$ cat config.mk
export PLATFORM = sky130hd
export DESIGN_NAME = control_unit
export DESIGN_NICKNAME = d
export VERILOG_FILES = /design/src/rtl/mips_pkg.sv /design/src/rtl/control_decode.sv /design/src/rtl/control_unit.sv
export SDC_FILE = /design/constraint.sdc
export NUM_CORES = 1
export LEC_CHECK = 0
export CAP_MARGIN = 20
export CORE_AREA = 8 8 45 47
export DETAILED_ROUTE_END_ITERATION = 7
export DIE_AREA = 0 0 53 55
export HOLD_SLACK_MARGIN = 0.08
export PLACE_DENSITY_LB_ADDON = 0.05
export REMOVE_ABC_BUFFERS = 1
export SYNTH_ARGS = -nofsm -noshare
export SYNTH_HDL_FRONTEND = slang
export SYNTH_SLANG_ARGS = --single-unit
$ cat constraint.sdc
create_clock -name clk -period 0.8 [get_ports clk]
set_clock_uncertainty 0.2 [all_clocks]
set_input_delay 0.16 -clock clk [delete_from_list [all_inputs] [get_ports clk]]
set_output_delay 0.16 -clock clk [all_outputs]
set_load 0.02 [all_outputs]
$ cat src/rtl/mips_pkg.sv
// Shared definitions for the MIPS datapath control path: primary opcodes,
// ALUOp class encodings and the packed control bundle produced by decode.
package mips_pkg;

  // Primary opcodes, instruction bits [31:26]
  localparam logic [5:0] OP_RTYPE = 6'b000000;
  localparam logic [5:0] OP_LW    = 6'b100011;
  localparam logic [5:0] OP_SW    = 6'b101011;
  localparam logic [5:0] OP_BEQ   = 6'b000100;
  localparam logic [5:0] OP_J     = 6'b000010;
  localparam logic [5:0] OP_JAL   = 6'b000011;
  localparam logic [5:0] OP_LUI   = 6'b001111;
  localparam logic [5:0] OP_ORI   = 6'b001101;
  localparam logic [5:0] OP_ADDI  = 6'b001000;
  localparam logic [5:0] OP_ADDIU = 6'b001001;

  // ALUOp classes handed to the ALU control block
  localparam logic [1:0] ALUOP_ADD    = 2'b00;
  localparam logic [1:0] ALUOP_SUB    = 2'b01;
  localparam logic [1:0] ALUOP_RTYPE  = 2'b10;
  localparam logic [1:0] ALUOP_IMMLOG = 2'b11;

  // Control bundle; field order matches the decode table column order
  typedef struct packed {
    logic       reg_dst;
    logic       alu_src;
    logic       mem_to_reg;
    logic       reg_write;
    logic       mem_read;
    logic       mem_write;
    logic       branch;
    logic       jump;
    logic [1:0] alu_op;
  } ctrl_t;

  // All-zero bundle: no writes, no memory access, no control transfer
  localparam ctrl_t CTRL_NOP = '0;

endpackage

$ cat src/rtl/control_decode.sv
// Purely combinational opcode-to-control-bundle decoder.
module control_decode
  import mips_pkg::*;
(
  input  logic [5:0] op_code,
  output ctrl_t      ctrl
);

  // Decode table; anything unlisted (including X) falls to NOP
  always_comb begin
    ctrl = CTRL_NOP;
    case (op_code)
      OP_RTYPE: begin
        ctrl.reg_dst   = 1'b1;
        ctrl.reg_write = 1'b1;
        ctrl.alu_op    = ALUOP_RTYPE;
      end
      OP_LW: begin
        ctrl.alu_src    = 1'b1;
        ctrl.mem_to_reg = 1'b1;
        ctrl.reg_write  = 1'b1;
        ctrl.mem_read   = 1'b1;
        ctrl.alu_op     = ALUOP_ADD;
      end
      OP_SW: begin
        ctrl.alu_src   = 1'b1;
        ctrl.mem_write = 1'b1;
        ctrl.alu_op    = ALUOP_ADD;
      end
      OP_BEQ: begin
        ctrl.branch = 1'b1;
        ctrl.alu_op = ALUOP_SUB;
      end
      OP_J: begin
        ctrl.jump = 1'b1;
      end
      // Link register and PC+4 write-back are chosen by the datapath
      OP_JAL: begin
        ctrl.jump      = 1'b1;
        ctrl.reg_write = 1'b1;
      end
      OP_LUI, OP_ORI: begin
        ctrl.alu_src   = 1'b1;
        ctrl.reg_write = 1'b1;
        ctrl.alu_op    = ALUOP_IMMLOG;
      end
      OP_ADDI, OP_ADDIU: begin
        ctrl.alu_src   = 1'b1;
        ctrl.reg_write = 1'b1;
        ctrl.alu_op    = ALUOP_ADD;
      end
      default: ctrl = CTRL_NOP;
    endcase
  end

endmodule

$ cat src/rtl/control_unit.sv
// Main decoder of the MIPS datapath: combinational decode followed by one
// output register so controls line up with the stage after decode.
module control_unit
  import mips_pkg::*;
(
  input  logic       clk,
  input  logic       rst_n,
  input  logic [5:0] OpCode,
  output logic       RegDst,
  output logic       ALUSrc,
  output logic       MemToReg,
  output logic       RegWrite,
  output logic       MemRead,
  output logic       MemWrite,
  output logic       Branch,
  output logic       Jump,
  output logic [1:0] ALUOp
);

  ctrl_t ctrl_d;
  ctrl_t ctrl_q;

  control_decode u_decode (
    .op_code (OpCode),
    .ctrl    (ctrl_d)
  );

  // Output register; reset clears to NOP at once and drops any in-flight decode
  always_ff @(posedge clk or negedge rst_n) begin
    if (!rst_n) begin
      ctrl_q <= CTRL_NOP;
    end else begin
      ctrl_q <= ctrl_d;
    end
  end

  assign RegDst   = ctrl_q.reg_dst;
  assign ALUSrc   = ctrl_q.alu_src;
  assign MemToReg = ctrl_q.mem_to_reg;
  assign RegWrite = ctrl_q.reg_write;
  assign MemRead  = ctrl_q.mem_read;
  assign MemWrite = ctrl_q.mem_write;
  assign Branch   = ctrl_q.branch;
  assign Jump     = ctrl_q.jump;
  assign ALUOp    = ctrl_q.alu_op;

endmodule

==> results of run 1 <==
==> cell type report <==
type	instances	area, sq um
flip-flops and latches	9	225
multi-input cells	27	258
clock buffers	4	26.3
inverters	1	3.75
well taps	16	20.0
repair buffers	31	300
fillers	110	551
==> per-stage QoR <==
step                power, mW  TNS, ns  utilization [%]  instances  hold slack [ns]
finish                   1.07    -3.33             60.2         88          -0.0506
global route             1.15    -3.76             60.2         88          -0.0638
CTS                      1.04    -3.41             55.2         87          -0.0649
detailed placement      0.662   -11.06             46.9         80            0.264
global placement        0.656   -10.67             46.9         80            0.269
floorplan               0.528   -0.376                -         37           -0.336
==> where the power goes <==
group	leakage, nW	switching, mW	total (mW)	internal [mW]
sequential	0.124	0.00449	0.470	0.466
clock	0.0150	0.139	0.330	0.191
combinational	0.244	0.127	0.269	0.141
total	0.383	0.271	1.07	0.798
==> registers in the layout, summed over array words and instances (netlist names) <==
name and count:
ALUOp 2, ALUSrc 1, Branch 1, Jump 1, MemRead 1, MemWrite 1
RegDst 1, RegWrite 1
==> cell usage after synthesis <==
cell / instances / area, sq um
or3_1: 1 / 6.26
nand2b_4: 1 / 13.8
o21ai_0: 1 / 5.00
nand2_1: 2 / 7.51
buf_4: 2 / 15.0
a21oi_1: 2 / 10.0
nor2_1: 4 / 15.0
a31oi_1: 1 / 6.26
inv_1: 1 / 3.75
nand4b_1: 1 / 8.76
nand4_1: 1 / 6.26
nor4_1: 1 / 6.26
and3_1: 2 / 12.5
nand2b_1: 3 / 18.8
o2111ai_1: 1 / 8.76
buf_2: 1 / 5.00
nor3_1: 5 / 25.0
nand3_1: 1 / 5.00
dfrtp_1: 9 / 225
==> worst max-delay path by stage <==
| stage | start | end | slack (ns) | depth (start not counted) |
|---|---|---|---|---|
| finish | MemRead$_DFF_PN0_ | MemRead | -0.34 | 1 |
| detailed placement | OpCode[0] | ALUOp[0]$_DFF_PN0_ | -0.77 | 4 |
| floorplan | OpCode[2] | ALUSrc$_DFF_PN0_ | -0.20 | 3 |
| global route | MemRead$_DFF_PN0_ | MemRead | -0.40 | 1 |
| global placement | OpCode[2] | ALUSrc$_DFF_PN0_ | -0.75 | 4 |
| CTS | MemRead$_DFF_PN0_ | MemRead | -0.35 | 1 |
==> kinds of logic (layout without fill, tap and decap cells) <==
kind of cell	after synthesis	after routing	synth area share (%)
buffers and inverters	4	36	5.88
AOI/OAI and AO/OA	5	5	7.43
DFF	9	9	55.7
and+or+nand+nor	22	22	31.0
==> per-layer routing <==
| metal | global-route usage [%] | wire [um] | share of wire, % |
|---|---|---|---|
| met5 | 0 | 0 | 0 |
| met2 | 17.8 | 714 | 56 |
| met3 | 4.81 | 142 | 11 |
| met1 | 7.15 | 393 | 31 |
| met4 | 9.05 | 34 | 2.6 |
==> what timing repair did <==
item                                    CTS  global route
endpoints found under the hold margin    18            18
buffers inserted                          3             1
pin swaps                                 9             9
endpoints found under the setup margin   19            16
gates resized for setup                 106            12
==> qor.csv, run 1 <==
metric,value,unit
die_height,55,um
total_leakage_power,0.383,nW
hold_violations,6,
hold_depth,3,
final_area,833,sq um
dr.pass1.iters,2,
whs_endpoint,MemWrite$_DFF_PN0_,
routedWlPerCell,14.6,um
finalWorstSetupSlack,-0.340,ns
cp-start-kind,flop,
min_from,OpCode[3],
drtIter0Drc,4,
cts_buffers,3,
routed_via_density,4.99,
dieArea,2920,sq um
initial_core_util,29.2,%
clock-sinks,9,
synthCells,40,
setup_violations,13,
dpl-instance-area,649,sq um
fin_nets,81,
cpMaxStageDelayCell,dfrtp_1,
numPortBuffers,17,
vias,439,
synth.avg_cell_area,10.1,sq um
max_freq,0.877,GHz
outcome,"finished, violations left",
critPathKind,flop to output port,
critPathRequiredTime,0.44,ns
dp_hpwl,896,um
area_delta_synth_final,106,%
critical-path-top-delay-family,flip-flops,
clk_pin_slew,0.05,ns
ys_warn_count,0,
yosys_register_bits,9,
holdWs,-0.0506,ns
violations,"negative hold slack, negative setup slack",
grt_first_pass_wirelength,1.98,mm
crit_fanout,2,
layout_common_cells,"14 x buf_6, 9 x dfrtp_1, 9 x buf_4",
ys_seq_area_share,55.7,%
drive_above_1_share,68.1,%
synthDistinctLibCells,19,
syn_area,404,sq um
worst_pin_slew,0.190,ns
cts_tree,yes,
htreeDepth,1,
die_w,53,um
worstHoldPathType,input port to flop,
cts.root.buffer_cell,clkbuf_4,
cp_data_arrival_time,0.78,ns
slew_violations,0,
gp_congestion,0.758,
final_common_cell,buf_6,
critPathBufInv,1,
critPathMaxStageDelay,0.37,ns
power.density,1280,nW/um^2
ant_nets,0,
grt_use_total,9.70,%
core,1380,sq um
gr-total-overflow,0,
rsz0062_at_grt,yes,
drc_errors,0,
grt_pass1_vias,468,
io_pins,18,
place_ws,-0.768,ns
cts_buffer_depth,2,
slew_headroom,87.2,%
routed_wl,1.28,mm
antenna_found_initial,0,
rows,14,
fin_crit,1.14,ns
grt_max_degree,11,
maxCapViolations,0,
vdd_drop_max,0.000507,V
endpoint_kind,output port,
n_antenna_cell,0,
crit_chain,buf_2,
post-route-period-util,143,%
Note: power is estimated with default switching activity, not from simulation.
==> run 2, diff against run 1 <==
--- a/config.mk
+++ b/config.mk
@@ -5,10 +5,10 @@
 export SDC_FILE = /design/constraint.sdc
 export NUM_CORES = 1
 export LEC_CHECK = 0
-export CAP_MARGIN = 20
 export CORE_AREA = 8 8 45 47
 export DETAILED_ROUTE_END_ITERATION = 7
 export DIE_AREA = 0 0 53 55
+export GPL_ROUTABILITY_DRIVEN = 0
 export HOLD_SLACK_MARGIN = 0.08
 export PLACE_DENSITY_LB_ADDON = 0.05
 export REMOVE_ABC_BUFFERS = 1
==> results of run 2 <==
The final DEF is identical to that of run 1; final timing and power are the same.
==> run 3, diff against run 2 <==
--- a/config.mk
+++ b/config.mk
@@ -9,6 +9,7 @@
 export DETAILED_ROUTE_END_ITERATION = 7
 export DIE_AREA = 0 0 53 55
 export GPL_ROUTABILITY_DRIVEN = 0
+export GPL_TIMING_DRIVEN = 0
 export HOLD_SLACK_MARGIN = 0.08
 export PLACE_DENSITY_LB_ADDON = 0.05
 export REMOVE_ABC_BUFFERS = 1
==> qor.csv, run 3 (same netlist as run 1, synthesis figures left out) <==
metric,value,unit,change
cts_buffer_depth,2,,unchanged
numPortBuffers,17,,unchanged
routed_wl,1.06,mm,-18%
cp-start-kind,flop,,
dr.pass1.iters,4,,+2
fin_nets,71,,-12%
power_frac_seq,47.3,%,+3.3 points
power.density,1430,nW/um^2,+12%
place_ws,-0.924,ns,-0.156 ns
gr-total-overflow,0,,unchanged
clkPwrFrac,32.9,%,+2.0 points
violations,"negative hold slack, negative setup slack",,
cts_buffers,3,,unchanged
slew_headroom,76.0,%,-11 points
area_delta_synth_final,71.5,%,
final_core_util,50.1,%,-10 points
die_w,53,um,unchanged
hold_violations,13,,+7
drc_errors,0,,unchanged
clk_pin_slew,0.05,ns,about the same
dieArea,2920,sq um,unchanged
worstHoldPathType,input port to async pin,,
routedWlPerCell,13.6,um,-6.9%
crit_fanout,2,,unchanged
total_leakage_power,0.319,nW,-17%
routed_via_density,4.86,,-2.6%
final.setup.tns,-3.24,ns,+0.0911 ns
critPathMaxStageDelay,0.37,ns,about the same
core,1380,sq um,unchanged
drive_above_1_share,58.1,%,-10 points
critPathKind,flop to output port,,
endpoint_kind,output port,,
cts_tree,yes,,
maxCapViolations,0,,unchanged
cpMaxStageDelayCell,dfrtp_1,,
largest_reg_flops,2,,unchanged
holdWs,-0.0186,ns,+0.0320 ns
drtIter0Drc,3,,-1
critical-path-top-delay-family,flip-flops,,
die_height,55,um,unchanged
max_freq,0.881,GHz,+0.52%
htreeDepth,1,,unchanged
rsz0062_at_grt,yes,,
antenna_found_initial,0,,unchanged
io_pins,18,,unchanged
internal_power,750,uW,-5.9%
switching_share,24.5,%,-0.83 points
grt_pass1_vias,391,,-16%
crit_chain,buf_2,,
p_sw,244,uW,-10%
outcome,"finished, violations left",,
initial_core_util,29.2,%,unchanged
critPathBufInv,1,,unchanged
cts.root.buffer_cell,clkbuf_4,,
worst_pin_slew,0.359,ns,+0.169 ns
layout_common_cells,"10 x buf_6, 9 x dfrtp_1, 5 x buf_2",,
rows,14,,unchanged
n_antenna_cell,0,,unchanged
fin_crit,1.13,ns,-0.00587 ns
pwr-share-comb,19.8,%,-5.3 points
grt_use_total,7.93,%,-1.8 points
ant_nets,0,,unchanged
finalWorstSetupSlack,-0.334,ns,+0.00587 ns
post-route-period-util,142,%,-0.73 points
grt_first_pass_wirelength,1.64,mm,-17%
clock-sinks,9,,unchanged
vdd_drop_max,0.000491,V,-3.2%
vias,379,,-14%
slew_violations,0,,unchanged
dp_hpwl,808,um,-9.7%
critPathRequiredTime,0.44,ns,about the same
cp_data_arrival_time,0.77,ns,about the same
final_common_cell,buf_6,,
grt_max_degree,11,,unchanged
setup_violations,11,,-2
==> run 3: layout make-up <==
| class | instances | area (sq um) |
|---|---|---|
| Sequential cell | 9 | 225 |
| Multi-Input combinational cell | 27 | 213 |
| Clock buffer | 4 | 26.3 |
| Tap cell | 16 | 20.0 |
| Inverter | 1 | 3.75 |
| Fill cell | 129 | 691 |
| Timing Repair Buffer | 21 | 205 |
==> run 3: power groups by stage <==
stage | clock network (mW) | registers, mW | logic (mW)
finish | 0.327 | 0.470 | 0.197
global route | 0.391 | 0.470 | 0.213
CTS | 0.341 | 0.470 | 0.175
detailed placement | 0 | 0.476 | 0.149
global placement | 0 | 0.475 | 0.142
floorplan | 0 | 0.490 | 0.0374
==> run 3: timing repair <==
action                                  CTS  global route
buffers inserted                          3             1
resized for setup                        98             9
endpoints found under the setup margin   19            15
pin swaps                                 6             4
hold endpoints to repair                 18            18
==> run 3: worst max path at each step <==
stage	startpoint	endpoint	slack, ns	cells after the start
floorplan	OpCode[2]	ALUSrc$_DFF_PN0_	-0.20	3
global placement	OpCode[3]	ALUSrc$_DFF_PN0_	-0.85	4
detailed placement	OpCode[3]	ALUSrc$_DFF_PN0_	-0.92	4
CTS	MemRead$_DFF_PN0_	MemRead	-0.35	1
global route	MemRead$_DFF_PN0_	MemRead	-0.39	1
finish	MemRead$_DFF_PN0_	MemRead	-0.33	1
==> run 3: metal layers <==
layer	track usage, %	routed length (um)
met1	7.00	386
met2	12.7	501
met3	3.48	136
met4	9.05	34
met5	0	0
==> run 3: stage by stage <==
stage	cells	instance area, sq um	power, mW
after floorplan	37	384	0.528
after global placement	70	574	0.617
after detailed placement	70	574	0.624
after CTS	77	651	0.987
after global routing	78	693	1.07
final	78	693	0.994
